==> src/rtl/bcd_counter_n.sv <==
// N-digit BCD up/down counter: synchronous load, wrap or saturate at limits, registered terminal pulse.
// Define BCDCNT_LOAD_CHECK_EN to clamp invalid load digits to 9 and flag the event on err.
module bcd_counter_n #(
  parameter int DIGITS    = 3,
  parameter int WRAP      = 1,
  parameter int STEP_HOLD = 0
) (
  input  logic                clk,
  input  logic                rst,
  input  logic                en,
  input  logic                up,
  input  logic                load,
  input  logic [4*DIGITS-1:0] load_val,
  output logic [4*DIGITS-1:0] num,
  output logic                tc,
  output logic                sat,
  output logic                err
);

  localparam int W = 4 * DIGITS;

  logic [W-1:0] r_num;
  logic         r_tc;
  logic         r_sat;
  logic         r_err;
  logic         r_en_d;

  logic [W-1:0] w_step;
  logic [W-1:0] w_load;
  logic         w_clamped;
  logic         w_all9;
  logic         w_all0;
  logic         w_limit;
  logic         w_count;

  // Ripple step across all digits in one cycle; any digit >= 9 carries on increment.
  // NOTE: every combinational output gets a default before the loop so no latch is inferred.
  always_comb begin : step_logic
    logic       c;
    logic [3:0] d;
    c      = 1'b1;
    d      = 4'd0;
    w_step = r_num;
    w_all9 = 1'b1;
    w_all0 = 1'b1;
    for (int k = 0; k < DIGITS; k++) begin
      d = r_num[4*k +: 4];
      if (d != 4'd9) w_all9 = 1'b0;
      if (d != 4'd0) w_all0 = 1'b0;
      if (c) begin
        if (up) begin
          if (d >= 4'd9) begin
            w_step[4*k +: 4] = 4'd0;
          end else begin
            w_step[4*k +: 4] = d + 4'd1;
            c = 1'b0;
          end
        end else begin
          if (d == 4'd0) begin
            w_step[4*k +: 4] = 4'd9;
          end else begin
            w_step[4*k +: 4] = d - 4'd1;
            c = 1'b0;
          end
        end
      end
    end
  end

  always_comb begin
    w_limit = up ? w_all9 : w_all0;
    if (STEP_HOLD != 0) w_count = en & ~r_en_d;
    else                w_count = en;
  end

`ifdef BCDCNT_LOAD_CHECK_EN
  always_comb begin
    w_load    = load_val;
    w_clamped = 1'b0;
    for (int k = 0; k < DIGITS; k++) begin
      if (load_val[4*k +: 4] > 4'd9) begin
        w_load[4*k +: 4] = 4'd9;
        w_clamped        = 1'b1;
      end
    end
  end
`else
  assign w_load    = load_val;
  assign w_clamped = 1'b0;
`endif

  // NOTE: state registers use non-blocking assignments so every flop samples pre-edge values.
  always_ff @(posedge clk) begin
    if (rst) begin
      r_num  <= '0;
      r_tc   <= 1'b0;
      r_sat  <= 1'b0;
      r_err  <= 1'b0;
      r_en_d <= 1'b0;
    end else begin
      r_en_d <= en;
      r_tc   <= 1'b0;
      r_err  <= 1'b0;
      if (load) begin
        r_num <= w_load;
        r_sat <= 1'b0;
        r_err <= w_clamped;
      end else if (w_count) begin
        if (w_limit) begin
          if (WRAP != 0) begin
            r_num <= w_step;
            r_tc  <= 1'b1;
          end else begin
            // Saturated: hold value, pulse tc only on the first blocked count.
            r_tc  <= ~r_sat;
            r_sat <= 1'b1;
          end
        end else begin
          r_num <= w_step;
          r_sat <= 1'b0;
        end
      end
    end
  end

  assign num = r_num;
  assign tc  = r_tc;
  assign sat = r_sat;
  assign err = r_err;

endmodule

==> config.mk <==
export PLATFORM = sky130hd
export DESIGN_NAME = bcd_counter_n
export DESIGN_NICKNAME = d
export VERILOG_FILES = /design/src/rtl/bcd_counter_n.sv
export SDC_FILE = /design/constraint.sdc
export NUM_CORES = 1
export LEC_CHECK = 0
export ABC_AREA = 1
export ABC_CLOCK_PERIOD_IN_PS = 2650
export BUFFER_PORTS_ARGS = -buffer_cell sky130_fd_sc_hd__buf_4
export CAP_MARGIN = 20
export CORE_MARGIN = 3
export CORE_UTILIZATION = 55
export DETAILED_ROUTE_END_ITERATION = 8
export GPL_ROUTABILITY_DRIVEN = 1
export PLACE_DENSITY_LB_ADDON = 0.2
export SYNTH_ARGS = -nofsm -noshare
export SYNTH_HDL_FRONTEND = slang
export SYNTH_SLANG_ARGS = --single-unit
==> constraint.sdc <==
create_clock -name clk -period 2.65 [get_ports clk]
set_input_delay 0 -clock clk [delete_from_list [all_inputs] [get_ports clk]]
set_output_delay 0 -clock clk [all_outputs]
set_load 0.1 [all_outputs]
==> run metrics, run 1 <==
outcome complete, but fails checks; violated checks hold timing; register area share after synthesis 19.96%; pre-CTS setup slack 0.9511 ns; Filler cells 210; DP Wirelength 2443 um; Cell Rows 17; Cell variety after synth 31; most common cell after layout, fill and taps aside nand2_1; Critical Path Start num[0]; vias per cell 5.475; Worst Path Arrival 1.96 ns; DR iter-0 viols 49; chip height 54.69 um; H-tree Lvls 1; Final GP Congestion 0.9083; final critical-path share of the clock period 65.78%; Startpoint Class flip-flop; Synth Cell Area 1304 um^2; area grow syn2layout 17.66%; Slew headroom 56.91%; Remaining Overflow, GRT 0; Ant. Diodes 0; sw power 397.9 uW; Worst-Margin Slew 0.6457 ns; largest net degree at the start of global routing 23; CTS Sinks 13; GRT Total Usage 22.77%; P_leak 0.7522 nW; drt first pass iters 4; Fmax achieved 573.6 MHz; Post-CTS Setup Repair Bufs 0; Comb pwr share 52.5%; core area 2233 um^2; clock power share 16.4%; Sequential Power Share 31.1%; Die W 54.69 um; Slew Viols, Final 0; die footprint 2990 um^2; Final Skew 0.003823 ns; Num CTS Buffers 3; peak supply drop 468.7 uV; WL final 3216 um; Final Hold Vio Count 1; Fin Hold WS -0.003975 ns; syn avg cell area 6.422 um^2; DR WL/cell 12.51 um; Layout Nets 257; clock root buffer clkbuf_4; r2r startpoint num[0]; Hold Path Origin load_val[6]; sw frac 50.50%; maximum clock path buffer count 2; remaining antenna violation count 0; Ys Warns 0; Worst Path Required 2.87 ns; Initial Util 58.38%; Ports 32; Vias 1407; Yosys reg bits 13; unrepaired setup endpoints after global routing false; total negative slack 0 ns; initial antenna violation count 0; Pint 390.0 uW; min cycle time layout 1.743 ns; DRC errors left 0; CTS tree built; fraction of layout instances using a drive strength above 1 22.27%; Reg clk slew, reported paths 0.09 ns; vias in the first global route 1222; Worst setup EP type flip-flop; first-pass GRT wire length 5023 um; clk_lat worst skew 0.27 ns; crit path max fanout 8; Worst Hold Class input port to flip-flop; Final setup viols 0; Crit Path Category flip-flop to flip-flop; leading cell types in the layout, fill and taps excluded 42 x nand2_1, 29 x nand3_1, 29 x buf_4; Final Util 68.68%; max-cap check violation count 0; total power 788.0 uW; synthesized instance count 203; Setup WS post-layout 0.9068 ns; input/output buffers 29; PD cells 513.7 nW/um^2
==> repair_timing <==
item | CTS | global route
endpoints found under the hold margin | 5 | 0
resized for setup | 0 | 0
hold buffers | 1 | 0
==> state kept, by name, summed over array words and instances (netlist names) <==
name and count:
num 12, tc 1
==> critical path: stages (launching register included) <==
cell     delay, ns
dfxtp_1       0.49
inv_1         0.12
ha_1          0.32
nand3_2       0.15
nand3_1       0.10
nand3_1       0.11
nand2_2       0.13
nor2_1        0.11
nand2_1       0.05
a21oi_1       0.10
==> final timing paths <==
| check | endpoint | slack [ns] | cells past startpoint |
|---|---|---|---|
| worst max-delay path | num[7] | 0.91 | 9 |
| worst min-delay path | num[6] | -0.004 | 3 |
| worst max register to register | num[7] | 0.91 | 9 |
| worst min register to register | num[7] | 0.56 | 2 |
==> layout make-up <==
type	instances	area [um^2]	share of cell area [%]
repair buffers	30	227.7	14.85
flip-flops and latches	13	260.3	16.97
inverters	22	88.84	5.791
well taps	28	35.03	2.284
clock buffers	4	26.28	1.713
multi-input cells	160	895.9	58.40
==> logic make-up after synthesis <==
kind of cell	share of synthesized area, %
buffers and inverters	11.61
xor gates and xnor gates	4.031
other	0.2876
AOI/OAI and AO/OA	13.15
and+or+nand+nor	41.36
adders and majority gates	9.597
DFF	19.96
==> metrics by stage <==
stage | instances | area [um^2] | hold slack [ns]
2_1_floorplan | 204 | 1308 | 0.06907
3_3_place_gp | 252 | 1498 | 0.2269
3_5_place_dp | 252 | 1498 | 0.2263
4_1_cts | 257 | 1534 | 0.006623
5_1_grt | 257 | 1534 | 0.02170
6_report | 257 | 1534 | -0.003975
==> routing by layer <==
metal	GRT usage, %	vias to the layer above	routed length (um)
met4	5.809	0	38
met5	0	-	0
met2	40.55	44	1603
met3	3.542	4	187
met1	27.97	634	1386
li1	-	725	-
==> power groups by stage <==
stage / Clock [mW] / Combinational [mW] / Sequential, mW
2_1_floorplan: 0 / 0.216 / 0.362
3_5_place_dp: 0 / 0.410 / 0.248
6_report: 0.129 / 0.414 / 0.245
4_1_cts: 0.130 / 0.413 / 0.244
5_1_grt: 0.142 / 0.449 / 0.248
3_3_place_gp: 0 / 0.402 / 0.247
==> synthesized netlist by cell type <==
master | count | area share [%]
inv_1 | 15 | 4.3
nor2_1 | 22 | 6.3
xor2_1 | 5 | 3.4
nor4_1 | 1 | 0.48
buf_6 | 2 | 1.7
a21oi_4 | 2 | 2.5
nor2_4 | 1 | 0.86
o22ai_1 | 1 | 0.48
nand3_2 | 3 | 2.3
ha_1 | 10 | 9.6
a21oi_1 | 10 | 3.8
buf_4 | 2 | 1.2
nand4_1 | 8 | 3.8
nor3_1 | 1 | 0.38
buf_2 | 5 | 1.9
o21ai_0 | 9 | 3.5
inv_2 | 4 | 1.2
o211ai_1 | 2 | 1.2
conb_1 | 1 | 0.29
nor2_2 | 1 | 0.48
nand2_1 | 42 | 12
or3_1 | 1 | 0.48
dfxtp_1 | 13 | 20
nand3_1 | 29 | 11
clkinv_2 | 1 | 0.38
nand3b_1 | 1 | 0.58
a21o_1 | 1 | 0.58
nand2_2 | 5 | 2.4
a22oi_1 | 2 | 1.2
xnor2_1 | 1 | 0.67
inv_4 | 2 | 0.96
(Power assumes the default switching activity.)
==> run 2, diff against run 1 <==
- ABC_AREA: 1 -> 0
- ABC_CLOCK_PERIOD_IN_PS: 2650 -> 1600
- CORE_UTILIZATION: 55 -> 48
- clock period: 2.65 -> 1.6 ns (I/O delays scaled with it)
==> run 2 against run 1 <==
The run ends with hold timing, setup timing left. Largest cell class unchanged. Combinational power grew 79%. Die area grew 15%. Cell area grew 33%.
==> run metrics, run 2 <==
outcome complete, but fails checks; violated checks hold timing, setup timing; Cell Count, Final, Fillers Out 264; crit path buf inv count 1; DRC errors left 0; Ports 32; leading cell types in the layout, fill and taps excluded 59 x buf_4, 15 x nor2_1, 14 x a21oi_1; vias per cell 5.947; Yosys top cell by area dfxtp_1; max FFs per register 12; core area 2545 um^2; max-cap check violation count 0; GRT Total Usage 26.17%; Final Skew 0.005596 ns; input/output buffers 29; Worst path slowest cell or3b_4; DP Wirelength 3005 um; Layout Nets 262; Synth Cell Area 1326 um^2; Initial Util 52.11%; Final Hold Vio Count 1; DR iter-0 viols 79; initial antenna violation count 0; synthesized instance count 178; Yosys reg bits 13; Crit Path Category flip-flop to flip-flop; Slew Viols, Final 0; EDFF count, synth 0; Cell Rows 18; clk_lat worst skew 0.30 ns; delay-heaviest family, CP compound AO/OA/AOI/OAI gates; Setup WS post-layout -0.2454 ns; Die W 58.57 um; first-pass GRT wire length 7010 um; most common cell after layout, fill and taps aside buf_4; most frequent cells after synthesis 15 x a21oi_1, 15 x inv_1, 15 x nor2_1, 13 x dfxtp_1, 12 x nand2_1; Reg clk slew, reported paths 0.09 ns; Ant. Diodes 0; syn avg cell area 7.451 um^2; Area contributors post-synth dfxtp_1 20%, ha_1 9.4%, a21oi_1 5.7%; ys async rst share 0%; Final setup viols 8; crit path cell chain inv_6 -> ha_4 -> or3b_4 -> a22o_1 -> a21bo_4 -> mux2i_1 -> o22ai_1; Startpoint Class flip-flop; total negative slack -1.615 ns; Worst Path Required 1.78 ns; max incr delay on CP 0.39 ns; P_leak 0.8772 nW; vias in the first global route 1543; unrepaired setup endpoints after global routing true; min cycle time layout 1.845 ns; H-tree Lvls 1; PD cells 657.7 nW/um^2; chip height 58.57 um; maximum clock path buffer count 2; Worst Hold Class input port to flip-flop; Cell variety after synth 52; Worst Path Arrival 2.03 ns; Remaining Overflow, GRT 0; register area share after synthesis 19.62%; Final GP Congestion 0.9489; die footprint 3430 um^2; prevailing post-synth register cell dfxtp_1; clock root buffer clkbuf_4; Filler cells 184; Ys Warns 0; Fmax achieved 541.9 MHz; placed insts 252; CTS tree built; final critical-path share of the clock period 115.3%; drt first pass iters 4; Num CTS Buffers 3; WL final 4336 um; remaining antenna violation count 0; fraction of layout instances using a drive strength above 1 47.86%; DR WL/cell 16.42 um; CTS Sinks 13; Worst setup EP type flip-flop; crit path max fanout 7; largest net degree at the start of global routing 28; peak supply drop 594.2 uV; top cell type's share of synthesized area 19.62%; Vias 1570; area grow syn2layout 53.77%; Fin Hold WS -0.001885 ns
-- run 2: changes by cell type after synthesis, moves of 6 or more --
cell and change:
nand2_1 -30, nand3_1 -24, clkbuf_1 +8, nor2_1 -7
nor2b_1 +7, nand4_1 -6
-- run 2: final cells by class --
type	instances	area, um^2	share of cell area, %
Multi-Input combinational cell	134	1085	53.19
Timing Repair Buffer	68	535.5	26.26
Sequential cell	13	290.3	14.23
Inverter	15	63.81	3.129
Tap cell	30	37.54	1.840
Clock buffer	3	22.52	1.104
Clock inverter	1	5.005	0.2454
-- run 2: path summary, 6_finish.rpt --
path                 from      end  slack (ns)  cells after the start
setup / recovery   num[1]   num[8]       -0.25                      7
hold / removal        rst   num[7]      -0.002                      2
setup reg to reg   num[1]   num[8]       -0.25                      7
hold reg to reg   num[11]  num[11]        0.65                      2
-- run 2: cell families after synthesis --
| group | after synthesis | share of synthesized area [%] |
|---|---|---|
| and+or+nand+nor | 63 | 26.32 |
| adders and majority gates | 10 | 9.434 |
| DFF | 13 | 19.62 |
| other | 1 | 0.2827 |
| muxes | 1 | 0.7547 |
| buffers and inverters | 32 | 11.23 |
| AOI/OAI and AO/OA | 57 | 31.70 |
| xor gates and xnor gates | 1 | 0.6605 |
-- run 2: routing by layer --
metal  wire length, um  vias up  global-route usage (%)
met3               275       10                   5.482
met5                 0        -                       0
met2              2250       64                   46.25
met1              1734      736                   30.68
li1                  -      760                       -
met4                76        0                   9.934
-- run 2: per-stage QoR --
stage / total power [mW] / cell area, um^2 / utilization, % / setup slack (ns) / hold WS, ns
final: 1.341 / 2039 / 80.14 / -0.2454 / -0.001885
after global routing: 1.411 / 2039 / 80.14 / -0.3230 / 0.001319
after floorplan: 0.8442 / 1405 / - / -0.5396 / 0.06145
after CTS: 1.303 / 1983 / 77.93 / -0.2290 / 0.0001927
after global placement: 1.016 / 1797 / 70.60 / -0.2389 / 0.2404
after detailed placement: 1.036 / 1797 / 70.60 / -0.3377 / 0.2596
-- run 2: power by group --
| part | switching, mW | internal (mW) | leakage (nW) |
|---|---|---|---|
| clock network | 0.132 | 0.0933 | 0.0177 |
| registers | 0.0298 | 0.347 | 0.113 |
| logic | 0.449 | 0.290 | 0.746 |
-- run 2: repair_timing --
action | in CTS | in global routing
buffers inserted | 0 | 1
gates resized for setup | 20 | 10
endpoints found under the setup margin | 9 | 12
pin swaps | 11 | 2
hold buffers | 6 | 1
hold endpoints to repair | 6 | 1
==> run 3, diff against run 2 <==
- RECOVER_POWER: unset -> 25
==> run 3 against run 2 <==
The flow finishes with violations (setup timing). Sequential power barely moved. Combinational power fell by 0.5%. Clock skew barely moved. Largest power group unchanged. Core utilization fell by 0.39 points. First-iteration DRC count fell by 1.3%.
==> run metrics, run 3 (synthesized netlist as in run 2, its figures left out) <==
outcome complete, but fails checks; violated checks setup timing; hold depth 2; Cell Rows 18; Worst Hold Class input port to flip-flop; GRT Total Usage 26.17%; total power 1.337 mW; Crit Path Category flip-flop to flip-flop; Worst Path Arrival 2.03 ns; crit path max fanout 7; R2R Path End num[8]; Final setup viols 8; Final GP Congestion 0.9489; crit path cell chain inv_6 -> ha_4 -> or3b_4 -> a22o_1 -> a21bo_4 -> mux2i_1 -> o22ai_1; r2r setup slk -0.25 ns; Final Hold Vio Count 0; Slew Viols, Final 0; Worst-Margin Slew 0.5493 ns; Startpoint Class flip-flop; Num CTS Buffers 3; area grow syn2layout 53.02%; DR WL/cell 16.33 um; Worst path slowest cell or3b_4; initial antenna violation count 0; maximum clock path buffer count 2; unrepaired setup endpoints after global routing true; die footprint 3430 um^2; P_leak 0.8741 nW; Fmax achieved 541.7 MHz; max incr delay on CP 0.39 ns; CTS tree built; input/output buffers 29; max FFs per register 12; first-pass GRT wire length 7010 um; Worst Path Required 1.78 ns; Worst setup EP type flip-flop; peak supply drop 612.4 uV; remaining antenna violation count 0; Vias 1561; DRC errors left 0; Ant. Diodes 0; Critical Path Start num[1]; WL final 4311 um; leading cell types in the layout, fill and taps excluded 55 x buf_4, 15 x nor2_1, 14 x a21oi_1; Remaining Overflow, GRT 0; Final Util 79.74%; Ports 32; min cycle time layout 1.846 ns; vias per cell 5.913; vias in the first global route 1543; FF-to-FF path depth 7; Die W 58.57 um; most common cell after layout, fill and taps aside buf_4; clk_lat worst skew 0.29 ns; CTS Sinks 13; DR iter-0 viols 78; clock root buffer clkbuf_4; Slew headroom 63.54%; largest net degree at the start of global routing 28; hold path endpoint num[7]; total negative slack -1.623 ns; PD cells 658.8 nW/um^2; crit path buf inv count 1; core area 2545 um^2; r2r startpoint num[1]; Hold Path Origin rst; max-cap check violation count 0; Final Skew 0.005705 ns; Setup WS post-layout -0.2461 ns; Reg clk slew, reported paths 0.09 ns; fraction of layout instances using a drive strength above 1 47.86%; drt first pass iters 4; Layout Nets 262; chip height 58.57 um; DP Wirelength 3005 um; final critical-path share of the clock period 115.4%; H-tree Lvls 1; delay-heaviest family, CP compound AO/OA/AOI/OAI gates; Initial Util 52.11%
## run 3: cell types whose count changed in the layout (fill, tap and decap cells not counted)
cell      delta
buf_4        -4
clkbuf_2     +4
## run 3: per-layer routing
| metal | global-route usage (%) | vias up | part of all wire [%] |
|---|---|---|---|
| met5 | 0 | - | 0 |
| met4 | 9.934 | 0 | 2.1 |
| met3 | 5.482 | 13 | 7.2 |
| met2 | 46.25 | 69 | 52 |
| met1 | 30.68 | 721 | 39 |
| li1 | - | 758 | - |
## run 3: cell type report
type	count	area [um^2]
repair buffers	68	525.5
clock buffers	3	22.52
fillers	188	515.5
multi-input cells	134	1085
inverters	15	63.81
well taps	30	37.54
clock inverters	1	5.005
flip-flops and latches	13	290.3
## run 3: metrics by stage
step	setup WS [ns]	cell area, um^2	hold WS, ns	cells
detailed placement	-0.3377	1797	0.2596	252
global route	-0.3230	2029	0.001319	264
floorplan	-0.5396	1405	0.06145	179
finish	-0.2461	2029	0.0003904	264
global placement	-0.2389	1797	0.2404	252
CTS	-0.2290	1983	0.0001927	262
## run 3: timing repair
item                                   CTS  global route
endpoints found under the hold margin    6             1
setup buffers                            0             1
hold buffers                             6             1
setup endpoints to repair                9            12
pin swaps                               11             2
resized for setup                       20            10
## run 3: report_power, final
part,switching [mW],internal (mW)
clock,0.132,0.0932
combinational,0.448,0.287
sequential,0.0297,0.347
total,0.610,0.727
## run 3: worst max-delay path by stage
stage,end,slack [ns],cells past startpoint
final,num[8],-0.25,7
after global routing,num[8],-0.32,7
after CTS,num[8],-0.23,7
after detailed placement,num[10],-0.34,7
after global placement,num[11],-0.24,7
after floorplan,num[10],-0.54,9
## run 3: worst reg2reg max path: stages, from the launching register on
cell     delay (ns)
dfxtp_4        0.38
inv_6          0.04
ha_4           0.15
or3b_4         0.39
a22o_1         0.21
a21bo_4        0.27
mux2i_1        0.21
o22ai_1        0.09
